--- config.mk ---
export PLATFORM = sky130hd
export DESIGN_NAME = angle_atan2
export DESIGN_NICKNAME = d
export VERILOG_FILES = /design/src/rtl/angle_atan2.sv
export SDC_FILE = /design/constraint.sdc
export NUM_CORES = 1
export LEC_CHECK = 0
export ABC_AREA = 1
export BUFFER_PORTS_ARGS = -buffer_cell sky130_fd_sc_hd__buf_2
export CORE_MARGIN = 2
export CORE_UTILIZATION = 55
export DETAILED_ROUTE_END_ITERATION = 8
export PLACE_DENSITY = 0.76
export SLEW_MARGIN = 20
export SYNTH_ARGS = -nofsm -noshare
export SYNTH_HDL_FRONTEND = slang
export SYNTH_SLANG_ARGS = --single-unit
--- constraint.sdc ---
create_clock -name clk -period 3.6 [get_ports clk]
set_clock_uncertainty 0.15 [all_clocks]
set_input_delay 0.72 -clock clk [delete_from_list [all_inputs] [get_ports clk]]
set_output_delay 0.72 -clock clk [all_outputs]
set_load 0.02 [all_outputs]
--- src/rtl/angle_atan2.sv ---
// angle_atan2: recovers the electrical angle (0.1 degree units, 0..3599) from a
// sign-magnitude sin/cos pair. It uses an iterative CORDIC in vectoring mode on
// the first-quadrant magnitudes, then unfolds the quadrant from the sign bits.
// Optional feature macro: ANGLE_ATAN2_MAG_EN adds the registered output
// mag_out, the gain-corrected vector magnitude.
module angle_atan2 #(
   parameter int ITER = 12
) (
   input  logic        clk,
   input  logic        rst,
   input  logic        start,
   input  logic [11:0] sin_val,
   input  logic        sin_sign,
   input  logic [11:0] cos_val,
   input  logic        cos_sign,
   output logic        busy,
   output logic        done,
   output logic [11:0] angle_out
`ifdef ANGLE_ATAN2_MAG_EN
   ,
   output logic [12:0] mag_out
`endif
);

   localparam logic [1:0] ST_IDLE = 2'd0;
   localparam logic [1:0] ST_RUN  = 2'd1;
   localparam logic [1:0] ST_FIX  = 2'd2;

   localparam logic [3:0] LAST_ITER = 4'(ITER - 1);

   logic [1:0]         state_q, state_d;
   logic [3:0]         i_q, i_d;
   logic signed [15:0] x_q, x_d;
   logic signed [15:0] y_q, y_d;
   logic signed [15:0] z_q, z_d;
   logic               neg_sin_q, neg_sin_d;
   logic               neg_cos_q, neg_cos_d;
   logic               zero_q, zero_d;
   logic               busy_q, busy_d;
   logic               done_q, done_d;
   logic [11:0]        angle_q, angle_d;
`ifdef ANGLE_ATAN2_MAG_EN
   logic [12:0]        mag_q, mag_d;
   logic [31:0]        x_ext;
`endif

   logic signed [15:0] atan_step;
   logic signed [15:0] z_rnd;
   logic [11:0]        a_val;
   logic [11:0]        unfolded;
   logic [11:0]        angle_fix;

   // Arctangent table: atan(2^-i) in degrees scaled by 160 (0.1 deg, 4 fraction bits).
   always_comb begin
      atan_step = 16'sd0;
      case (i_q)
         4'd0:    atan_step = 16'sd7200;
         4'd1:    atan_step = 16'sd4250;
         4'd2:    atan_step = 16'sd2246;
         4'd3:    atan_step = 16'sd1140;
         4'd4:    atan_step = 16'sd572;
         4'd5:    atan_step = 16'sd286;
         4'd6:    atan_step = 16'sd143;
         4'd7:    atan_step = 16'sd72;
         4'd8:    atan_step = 16'sd36;
         4'd9:    atan_step = 16'sd18;
         4'd10:   atan_step = 16'sd9;
         4'd11:   atan_step = 16'sd4;
         default: atan_step = 16'sd0;
      endcase
   end

   // Round the accumulated angle to 0.1 deg, clamp to the first quadrant, then unfold.
   always_comb begin
      z_rnd = (z_q + 16'sd8) >>> 4;
      a_val = 12'd0;
      if (z_rnd < 16'sd0) begin
         a_val = 12'd0;
      end else if (z_rnd > 16'sd900) begin
         a_val = 12'd900;
      end else begin
         a_val = z_rnd[11:0];
      end
      unfolded = a_val;
      case ({neg_sin_q, neg_cos_q})
         2'b00:   unfolded = a_val;
         2'b01:   unfolded = 12'd1800 - a_val;
         2'b11:   unfolded = 12'd1800 + a_val;
         default: unfolded = 12'd3600 - a_val;
      endcase
      angle_fix = unfolded;
      if (zero_q || (unfolded == 12'd3600)) begin
         angle_fix = 12'd0;
      end
   end

   // Next-state logic: load in IDLE, rotate towards y=0 in RUN, publish in FIX.
   always_comb begin
      state_d   = state_q;
      i_d       = i_q;
      x_d       = x_q;
      y_d       = y_q;
      z_d       = z_q;
      neg_sin_d = neg_sin_q;
      neg_cos_d = neg_cos_q;
      zero_d    = zero_q;
      busy_d    = busy_q;
      done_d    = 1'b0;
      angle_d   = angle_q;
`ifdef ANGLE_ATAN2_MAG_EN
      mag_d     = mag_q;
      x_ext     = {16'd0, x_q};
`endif
      case (state_q)
         ST_IDLE: begin
            if (start) begin
               neg_sin_d = sin_sign && (sin_val != 12'd0);
               neg_cos_d = cos_sign && (cos_val != 12'd0);
               zero_d    = (sin_val == 12'd0) && (cos_val == 12'd0);
               x_d       = $signed({4'd0, cos_val});
               y_d       = $signed({4'd0, sin_val});
               z_d       = 16'sd0;
               i_d       = 4'd0;
               busy_d    = 1'b1;
               state_d   = ST_RUN;
            end
         end
         ST_RUN: begin
            if (!y_q[15]) begin
               x_d = x_q + (y_q >>> i_q);
               y_d = y_q - (x_q >>> i_q);
               z_d = z_q + atan_step;
            end else begin
               x_d = x_q - (y_q >>> i_q);
               y_d = y_q + (x_q >>> i_q);
               z_d = z_q - atan_step;
            end
            i_d = i_q + 4'd1;
            if (i_q == LAST_ITER) begin
               state_d = ST_FIX;
            end
         end
         ST_FIX: begin
            angle_d = angle_fix;
`ifdef ANGLE_ATAN2_MAG_EN
            mag_d   = 13'((x_ext * 32'd19899 + 32'd16384) >> 15);
`endif
            done_d  = 1'b1;
            busy_d  = 1'b0;
            state_d = ST_IDLE;
         end
         default: begin
            busy_d  = 1'b0;
            state_d = ST_IDLE;
         end
      endcase
   end

   // State and datapath registers; reset aborts any conversion without a done pulse.
   always_ff @(posedge clk or posedge rst) begin
      if (rst) begin
         state_q   <= ST_IDLE;
         i_q       <= 4'd0;
         x_q       <= 16'sd0;
         y_q       <= 16'sd0;
         z_q       <= 16'sd0;
         neg_sin_q <= 1'b0;
         neg_cos_q <= 1'b0;
         zero_q    <= 1'b0;
         busy_q    <= 1'b0;
         done_q    <= 1'b0;
         angle_q   <= 12'd0;
`ifdef ANGLE_ATAN2_MAG_EN
         mag_q     <= 13'd0;
`endif
      end else begin
         state_q   <= state_d;
         i_q       <= i_d;
         x_q       <= x_d;
         y_q       <= y_d;
         z_q       <= z_d;
         neg_sin_q <= neg_sin_d;
         neg_cos_q <= neg_cos_d;
         zero_q    <= zero_d;
         busy_q    <= busy_d;
         done_q    <= done_d;
         angle_q   <= angle_d;
`ifdef ANGLE_ATAN2_MAG_EN
         mag_q     <= mag_d;
`endif
      end
   end

   assign busy      = busy_q;
   assign done      = done_q;
   assign angle_out = angle_q;
`ifdef ANGLE_ATAN2_MAG_EN
   assign mag_out   = mag_q;
`endif

endmodule

==> run metrics <==
Core ar.=15000 sq um; CP max-delay cell=dfrtp_2; main combinational cell family by area after synthesis=simple AND/OR/NAND/NOR gates; max cap viols=0; busiest layer in global routing=met2; Crit path largest cell delay=0.46 ns; mux contribution to synthesized area=0.00119; Clock Latency Late Sink=0.36 ns; Buffers on Ports=42; synthesis warning total=0; Die Width=127 um; syn_area_per_cell=6.41 sq um; Rel. slew slack=0.341; RSZ-0062 raised after global routing=true; vias per cell=5.72; dpl hpwl=20.3 mm; gr usage total=0.347; grt met1 use=0.425; # clock sinks=71; CP max FO=9; Post-Synthesis Cells=1307; final setup margin=-0.444 ns; most frequent cells in the layout=315 x nand2_1, 250 x buf_4, 146 x inv_1, 80 x nor2_1, 67 x dfrtp_1; die height=127 um; cell taking the most area after synthesis=dfrtp_1; Final Critical Period=4.04 ns; GR Overflow Total=0; Post-route DRC=0; CP endpoint kind=flip-flop; Post-Place Setup Slack=-0.586 ns; number of global-route vias before repair=9743; layout net count=1670; Synth Flop Type=dfrtp_1; ANT cells=0; Multi-input gate area=6490 sq um; commonest non-fill, non-tap cell in the layout=nand2_1; CTS tree=done; ranking of synthesized cells by area=dfrtp_1 21%, nand2_1 15%, ha_1 9.3%; Arr. time, crit path=4.13 ns; FILL cells=1069; antenna-violating nets left=0; FF/Latch Area=1780 sq um; Tcrit/Tclk final=1.12; pin count of the biggest net entering global routing=40; die area=16200 sq um; I/O Pins=43; CTS root buffer=clkbuf_16; Startpoint Class=flip-flop; Core Rows=45; syn_nets=1401; status=finished with violations; Post-Synth Adder-Cell Area=0.0997; Final Hold Vio Count=0; antenna violations before repair=0; detailed-route via count=10100; worst slew pin tran=0.987 ns; Synth async-reset ratio=1.00; failing checks=negative setup slack; sequential share of the synthesized area=0.212; CTS H-tree depth=3; worst path required time=3.69 ns; share of the synthesized area in the top cell type=0.212; Finished Core Util=0.778; EDFF count, synth=0; GPL Wtd Cong=0.955; CTS Buf Count=9; highest clock rate=247 MHz; synthesized area=8380 sq um; Compound-Gate Fraction of Synth Area=0.215; share of cells above drive strength 1=0.342; Synth Register Bits=71; xor and xnor area share after synthesis=0.0596; Unique masters post-synth=57; critical path class=flip-flop to flip-flop; met2 Use GR=0.616; CP most frequent cell=nand2_1; first-pass GRT wire length=45.8 mm; drt pass-1 iters=6; WL/cell=16.0 um; initial core utilization=0.558; Post-Synth Simple-Gate Area=0.315; Initial DRC Count=833; M3 GR Usage=0.0448; synthesis-to-layout area growth=39.5%; Hold Crit Class=flip-flop to flip-flop; deepest clock path buffer count=2; detailed-route wire length=28.4 mm; Final setup viols=21; Slew Viols, Final=0; Clock transition at path regs=0.07 ns
[final timing paths]
kind / startpoint / end / slack (ns) / cells past startpoint
setup / recovery: i_q[0] / y_q[13] / -0.44 / 30
hold / removal: zero_q / zero_q / 0.33 / 2
setup reg to reg: i_q[0] / y_q[13] / -0.44 / 30
hold reg to reg: zero_q / zero_q / 0.33 / 2
max in group asynchronous: rst / i_q[1] / 2.20 / 3
min in group asynchronous: rst / angle_out[6] / 0.38 / 2
[repair_timing]
item,4_1_cts,5_1_grt
gates cloned,1,2
resized for setup,112,94
setup endpoints to repair,32,44
setup buffers,15,12
pin swaps,17,50
hold buffers,0,0
[state kept, by name, summed over array words and instances, names as in the netlist]
| name | count |
|---|---|
| busy | 1 |
| x_q | 16 |
| done | 1 |
| z_q | 16 |
| state_q | 2 |
| neg_cos_q | 1 |
| i_q | 4 |
| y_q | 16 |
| zero_q | 1 |
| angle_out | 12 |
| neg_sin_q | 1 |
[through the flow]
step / hold WS [ns] / TNS (ns) / area, sq um / instances
finish: 0.330 / -5.21 / 11700 / 1769
CTS: 0.332 / -3.40 / 11200 / 1755
floorplan: 0.302 / -0.193 / 8450 / 1307
global placement: 0.309 / -5.75 / 10500 / 1723
detailed placement: 0.318 / -7.32 / 10500 / 1723
global route: 0.344 / -13.44 / 11700 / 1769
[metal layers]
layer  part of all wire  routed length [um]
met4              0.037                1060
met2               0.50               14200
met1               0.40               11400
met3              0.062                1770
met5                  0                   0
[synth_stat cells, drive strengths merged, types with 3 or more instances]
cell type,number
nand2,354
inv,162
o21ai,157
nor2,109
a21oi,95
nand3,85
dfrtp,71
ha,62
xor2,35
clkbuf,29
xnor2,19
o22ai,18
buf,15
nand4,12
o211ai,11
nor4,8
a31oi,6
nor3,6
o2111ai,5
o221ai,5
clkinv,4
nand3b,4
o21bai,4
o31ai,4
or2,4
a21o,3
a22oi,3
fa,3
[cell families after synthesis]
logic type | after synthesis
AOI/OAI and AO/OA | 322
xor gates and xnor gates | 54
adders and majority gates | 65
buffers and inverters | 210
DFF | 71
muxes | 1
and+or+nand+nor | 584
[critical path, delay by kind of cell, from the launching register on]
family / cells / cell delay (ns)
AOI/OAI and AO/OA: 9 / 1.04
xor gates and xnor gates: 2 / 0.32
adders and majority gates: 2 / 0.56
buffers and inverters: 3 / 0.34
DFF: 1 / 0.46
and+or+nand+nor: 14 / 1.03
[final cells by class]
| cell class | instances | area share |
|---|---|---|
| Sequential cell | 71 | 0.152 |
| Multi-Input combinational cell | 1027 | 0.555 |
| Clock buffer | 9 | 0.0193 |
| Inverter | 166 | 0.0544 |
| Tap cell | 188 | 0.0201 |
| Clock inverter | 7 | 0.00407 |
| Timing Repair Buffer | 301 | 0.195 |
Power is left out: the tool's default activity adds up to more than one toggle a clock period on the data nets, which glitch-free logic cannot reach.
